<file path="config.mk">
export PLATFORM = sky130hd
export DESIGN_NAME = unidad_control
export DESIGN_NICKNAME = d
export VERILOG_FILES = /design/src/rtl/microc_pkg.sv /design/src/rtl/unidad_control_decodificador.sv /design/src/rtl/unidad_control.sv
export SDC_FILE = /design/constraint.sdc
export NUM_CORES = 1
export LEC_CHECK = 0
export BUFFER_PORTS_ARGS = -buffer_cell sky130_fd_sc_hd__clkbuf_2
export CORE_MARGIN = 2
export CORE_UTILIZATION = 54
export CTS_BUF_LIST = sky130_fd_sc_hd__clkbuf_8
export CTS_CLUSTER_DIAMETER = 30
export DETAILED_ROUTE_END_ITERATION = 7
export PLACE_DENSITY = 0.87
export SLEW_MARGIN = 20
export SYNTH_ARGS = -nofsm -noshare
export SYNTH_HDL_FRONTEND = slang
export SYNTH_HIERARCHICAL = 1
export SYNTH_SLANG_ARGS = --single-unit
</file>
<file path="constraint.sdc">
create_clock -name clk -period 1.9 [get_ports clk]
set_clock_uncertainty 0.05 [all_clocks]
set_input_delay 0.095 -clock clk [delete_from_list [all_inputs] [get_ports clk]]
set_output_delay 0.095 -clock clk [all_outputs]
set_load 0.02 [all_outputs]
</file>
<file path="src/rtl/microc_pkg.sv">
// microc_pkg
// Shared definitions for the microc control path: opcode field constants
// (upper four opcode bits), ALU operation codes, FSM state encoding and the
// control-word structure produced by the decoder.
package microc_pkg;

    // Opcode[5:2] values for the non-ALU instructions. Opcode[5]=1 marks an
    // ALU instruction, where Opcode[4:2] is the ALU operation and Opcode[1]
    // selects the immediate operand.
    localparam logic [3:0] OP_LI   = 4'b0000;
    localparam logic [3:0] OP_J    = 4'b0001;
    localparam logic [3:0] OP_JZ   = 4'b0010;
    localparam logic [3:0] OP_JNZ  = 4'b0011;
    localparam logic [3:0] OP_NOP  = 4'b0100;
    localparam logic [3:0] OP_HALT = 4'b0101;
    localparam logic [3:0] OP_ILL0 = 4'b0110;
    localparam logic [3:0] OP_ILL1 = 4'b0111;

    localparam int ALU_OP_W = 3;
    localparam logic [ALU_OP_W-1:0] ALU_OP_DEFAULT = 3'b000;

    typedef enum logic [1:0] {
        ST_IDLE = 2'b00,
        ST_RUN  = 2'b01,
        ST_HALT = 2'b10
    } state_t;

    typedef struct packed {
        logic                s_inc;
        logic                s_inm;
        logic                we;
        logic                wez;
        logic [ALU_OP_W-1:0] alu_op;
        logic                pc_en;
    } ctrl_t;

    // Control word driven whenever no instruction executes.
    localparam ctrl_t CTRL_INACTIVE = '{
        s_inc:  1'b1,
        s_inm:  1'b0,
        we:     1'b0,
        wez:    1'b0,
        alu_op: ALU_OP_DEFAULT,
        pc_en:  1'b0
    };

    function automatic logic is_alu_op(input logic [5:0] opcode);
        return opcode[5];
    endfunction

endpackage

</file>
<file path="src/rtl/unidad_control_decodificador.sv">
// decodificador
// Purely combinational decode of the current opcode and registered zero flag
// into a control word. The word assumes the instruction executes; gating by
// the FSM happens in unidad_control.
// Ports:
//   opcode   in  6  current instruction opcode
//   z        in  1  registered zero flag
//   ctrl     out    decoded control word (ctrl_t)
//   illegal  out 1  opcode is in the reserved 0110xx/0111xx range
//   is_halt  out 1  opcode is HALT (0101xx)
module decodificador
    import microc_pkg::*;
(
    input  logic [5:0] opcode,
    input  logic       z,
    output ctrl_t      ctrl,
    output logic       illegal,
    output logic       is_halt
);

    // Opcode[0] is a don't-care for every instruction class.
    logic unused_opcode_lsb;
    assign unused_opcode_lsb = opcode[0];

    always_comb begin
        ctrl        = CTRL_INACTIVE;
        ctrl.pc_en  = 1'b1;
        illegal     = 1'b0;
        is_halt     = 1'b0;

        if (is_alu_op(opcode)) begin
            ctrl.we     = 1'b1;
            ctrl.wez    = 1'b1;
            ctrl.s_inm  = opcode[1];
            ctrl.alu_op = opcode[4:2];
        end else begin
            unique case (opcode[5:2])
                OP_LI: begin
                    ctrl.we    = 1'b1;
                    ctrl.s_inm = 1'b1;
                end
                OP_J:    ctrl.s_inc = 1'b0;
                // Branches look at the flag from the previous instruction.
                OP_JZ:   ctrl.s_inc = ~z;
                OP_JNZ:  ctrl.s_inc = z;
                OP_NOP:  ;
                OP_HALT: begin
                    ctrl.pc_en = 1'b0;
                    is_halt    = 1'b1;
                end
                OP_ILL0, OP_ILL1: illegal = 1'b1;
                default: ;
            endcase
        end
    end

endmodule

</file>
<file path="src/rtl/unidad_control.sv">
// unidad_control
// Sequenced control unit for the microc single-cycle datapath. Holds the
// IDLE/RUN/HALT state machine, single-step gating, the sticky illegal-opcode
// flag and the retired-instruction counter. Control outputs are combinational
// so that the single-cycle datapath sees them in the exec cycle itself.
// Ports:
//   clk, reset            clock (rising edge), async active-high reset
//   start                 leaves IDLE
//   step_mode, step       single-step control
//   Opcode, z             instruction opcode and registered zero flag
//   s_inc, s_inm, we, wez, ALUOp, pc_en   datapath control (combinational)
//   halted                registered, high in HALT
//   illegal               sticky illegal-opcode flag
//   icount                retired-instruction count (wraps)
module unidad_control
    import microc_pkg::*;
#(
    parameter int CNT_W = 16
) (
    input  logic             clk,
    input  logic             reset,
    input  logic             start,
    input  logic             step_mode,
    input  logic             step,
    input  logic [5:0]       Opcode,
    input  logic             z,
    output logic             s_inc,
    output logic             s_inm,
    output logic             we,
    output logic             wez,
    output logic [2:0]       ALUOp,
    output logic             pc_en,
    output logic             halted,
    output logic             illegal,
    output logic [CNT_W-1:0] icount
);

    state_t state;
    ctrl_t  dec_ctrl;
    ctrl_t  ctrl;
    logic   dec_illegal;
    logic   dec_halt;
    logic   exec;

    decodificador u_decodificador (
        .opcode  (Opcode),
        .z       (z),
        .ctrl    (dec_ctrl),
        .illegal (dec_illegal),
        .is_halt (dec_halt)
    );

    // step_mode is not registered so toggling it affects the current cycle.
    assign exec = (state == ST_RUN) && (!step_mode || step);

    always_comb begin
        ctrl = CTRL_INACTIVE;
        if (exec) begin
            ctrl = dec_ctrl;
        end
    end

    assign s_inc = ctrl.s_inc;
    assign s_inm = ctrl.s_inm;
    assign we    = ctrl.we;
    assign wez   = ctrl.wez;
    assign ALUOp = ctrl.alu_op;
    assign pc_en = ctrl.pc_en;

    always_ff @(posedge clk or posedge reset) begin
        if (reset) begin
            state   <= ST_IDLE;
            halted  <= 1'b0;
            illegal <= 1'b0;
            icount  <= '0;
        end else begin
            unique case (state)
                ST_IDLE: begin
                    if (start) begin
                        state <= ST_RUN;
                    end
                end
                ST_RUN: begin
                    if (exec && dec_halt) begin
                        state  <= ST_HALT;
                        halted <= 1'b1;
                    end
                end
                ST_HALT: ;
                default: begin
                    state  <= ST_IDLE;
                    halted <= 1'b0;
                end
            endcase

            if (exec) begin
                icount <= icount + CNT_W'(1);
                if (dec_illegal) begin
                    illegal <= 1'b1;
                end
            end
        end
    end

endmodule
</file>
==> qor.yml <==
outcome: "finished, final reports clean"
dr.first_iter.drc_count: 11
via_per_inst: 5.26
seq_area_um2: 500
antenna_found_initial: 0
yosys_warnings: 6
pin_count: 38
core_um2: 1780
cp_max_fo: 8
die_w_um: 48.0
synth_area_per_cell_um2: 10.8
cap_violations: 0
cp.arrival_ns: 1.58
powerDensity_nw_per_um2: 678
slew_viol_final: 0
die_h_um: 48.0
start_util_pct: 58.7
synthTopCellsByArea: "dfrtp_1, xnor2_1, and2_1"
drc_errors: 0
synth_ff_type: "dfrtp_1"
synth_compound_area_share_pct: 3.35
drive_gt1_share_pct: 37.2
fillers: 130
fin_crit_sh_pct: 91.0
power.leakage_nw: 0.695
path_class: "register to primary output"
post-dp-hpwl_mm: 1.52
required_ns: 1.75
tritoncts: "yes"
dp_cells: 157
ys_ff_latch: 20
cts_buffers: 3
hold_class: "primary input to register"
reg2reg_depth: 4
synth_most_common_cell: "dfrtp_1"
synth_mux_area_share_pct: 2.15
end_kind: "primary output"
r2r_setup_slack_ns: 0.43
postCtsSetupRepairBufs: 0
die_area_um2: 2310
multiInputGateArea_um2: 519
ys_seq_area_share_pct: 47.8
instances_no_fill: 162
ys_types: 31
ir_worst_vdd_mv: 0.893
antennaDiodeCount: 0
fin_crit_ns: 1.73
min_to: "state[0]$_DFFE_PP0P_"
clock_latency_ns: 0.26
synth_top_family_by_area: "simple AND/OR/NAND/NOR gates"
reg2reg_to: "icount[12]$_DFFE_PP0N_"
first_pass_iters: 4
grt_pass1_vias: 747
vias: 852
finalSetupTns_ns: 0
slew_headroom_pct: 51.1
ys_top_cells_by_count: "dfrtp_1, xnor2_1, and2_1, nand2_1, nand3_1"
finalPower_w: 0.000905
synthAdderAreaFrac_pct: 1.19
setup_viol: 0
overflow: 0
root_buffer: "clkbuf_8"
cts.clk_slew.worst_paths_ns: 0.07
syn_area_um2: 1050
areaGrowthSynthToFinish_pct: 27.5
synth_xor_area_share_pct: 12.5
syn-num-nets: 110
synth_top_area_share_pct: 47.8
fmax_ghz: 0.578
grt.total_usage_pct: 21.3
reg2reg_from: "icount[4]$_DFFE_PP0N_"
worstMarginPinSlew_ns: 0.733
grt_pass1_wl_mm: 3.30
htree_levels: 1
ys_async_sr_fraction_pct: 100
wl_per_cell_um: 12.9
ant_nets: 0
yosys.area.top_type: "dfrtp_1"
clock_path_buffers: 2
hp-start: "start"
synthSimpleGateAreaFrac_pct: 30.1
io_buffers: 36
gp_congestion: 0.807
totalWireLength_mm: 2.09
cts.sinks: 20
holdPathStages: 2
start_kind: "register"
fin_nets: 151
finalHoldViolCount: 0
syn_inst: 97
rows: 15
grt_max_degree: 21
synth_edf_count: 0
rsz0062_at_grt: "no"
==> worst max-delay path: stages, from the launching register on <==
cell and delay, ns:
dfrtp_1 0.40, nand2b_4 0.19, nor2_2 0.25, buf_4 0.19, and2_1 0.13, clkbuf_2 0.17
==> worst max path at each step <==
stage	from	endpoint	slack, ns	cells past startpoint
6_report	state[1]$_DFFE_PP0P_	ALUOp[0]	0.17	5
5_1_grt	state[1]$_DFFE_PP0P_	ALUOp[0]	0.09	5
4_1_cts	state[1]$_DFFE_PP0P_	ALUOp[0]	0.07	5
3_5_place_dp	state[1]$_DFFE_PP0P_	ALUOp[0]	0.36	5
3_3_place_gp	state[1]$_DFFE_PP0P_	pc_en	0.40	5
2_1_floorplan	icount[0]$_DFFE_PP0N_	icount[6]$_DFFE_PP0N_	0.49	5
==> metal layers <==
layer / share of wire, % / GRT usage [%] / vias to the layer above
met2: 52 / 36.3 / 27
met5: 0 / 0 / -
met3: 5.0 / 6.04 / 4
met1: 41 / 24.6 / 406
met4: 1.9 / 9.73 / 0
li1: - / - / 415
==> area by class of cell <==
class | instances | area share, %
tap | 25 | 2.34
multi-input combinational | 71 | 38.9
clock buffer | 3 | 3.09
clock inverter | 1 | 2.25
sequential | 20 | 37.5
timing repair buffer | 38 | 14.8
inverter | 4 | 1.12
==> registers in the layout, summed over array words and instances, names as in the netlist <==
| name | flops |
|---|---|
| icount | 16 |
| illegal | 1 |
| halted | 1 |
| state | 2 |
==> through the flow <==
stage          worst slack (ns)  util (%)  hold slack [ns]  area (um2)
2_1_floorplan             0.487         -          0.00883        1050
3_3_place_gp              0.396      70.2            0.177        1250
3_5_place_dp              0.358      70.2            0.191        1250
4_1_cts                  0.0659      74.7           0.0263        1330
5_1_grt                  0.0946      74.9           0.0384        1340
6_report                  0.171      74.9           0.0272        1340
==> power breakdown <==
| group | internal, W | total, W | switching [W] |
|---|---|---|---|
| registers | 0.000429 | 0.000434 | 0.00000484 |
| clock network | 0.000281 | 0.000417 | 0.000136 |
| logic | 0.0000232 | 0.0000539 | 0.0000306 |
| total | 0.000734 | 0.000905 | 0.000171 |
==> placed cells by master, fill, tap and decap left out, types with 2 or more instances in the layout <==
| master | n |
|---|---|
| and2_1 | 10 |
| and3b_1 | 2 |
| clkbuf_2 | 36 |
| clkbuf_8 | 3 |
| dfrtp_1 | 20 |
| inv_1 | 4 |
| mux2_2 | 2 |
| nand2_1 | 10 |
| nand3_1 | 5 |
| nand4_1 | 4 |
| nor2_1 | 2 |
| nor3_4 | 2 |
| xnor2_1 | 13 |
| xor2_1 | 2 |
==> cells by family after synthesis <==
family                     count (synthesis)
xor gates and xnor gates                  15
AOI/OAI and AO/OA                          5
buffers and inverters                      6
and+or+nand+nor                           48
muxes                                      2
adders and majority gates                  1
DFF                                       20
==> timing repair <==
action / 4_1_cts / 5_1_grt
hold buffers: 1 / 0
hold endpoints to repair: 20 / 0
setup endpoints to repair: 0 / 7
gates resized for setup: 0 / 1
Note: power is estimated with default switching activity, not from simulation.
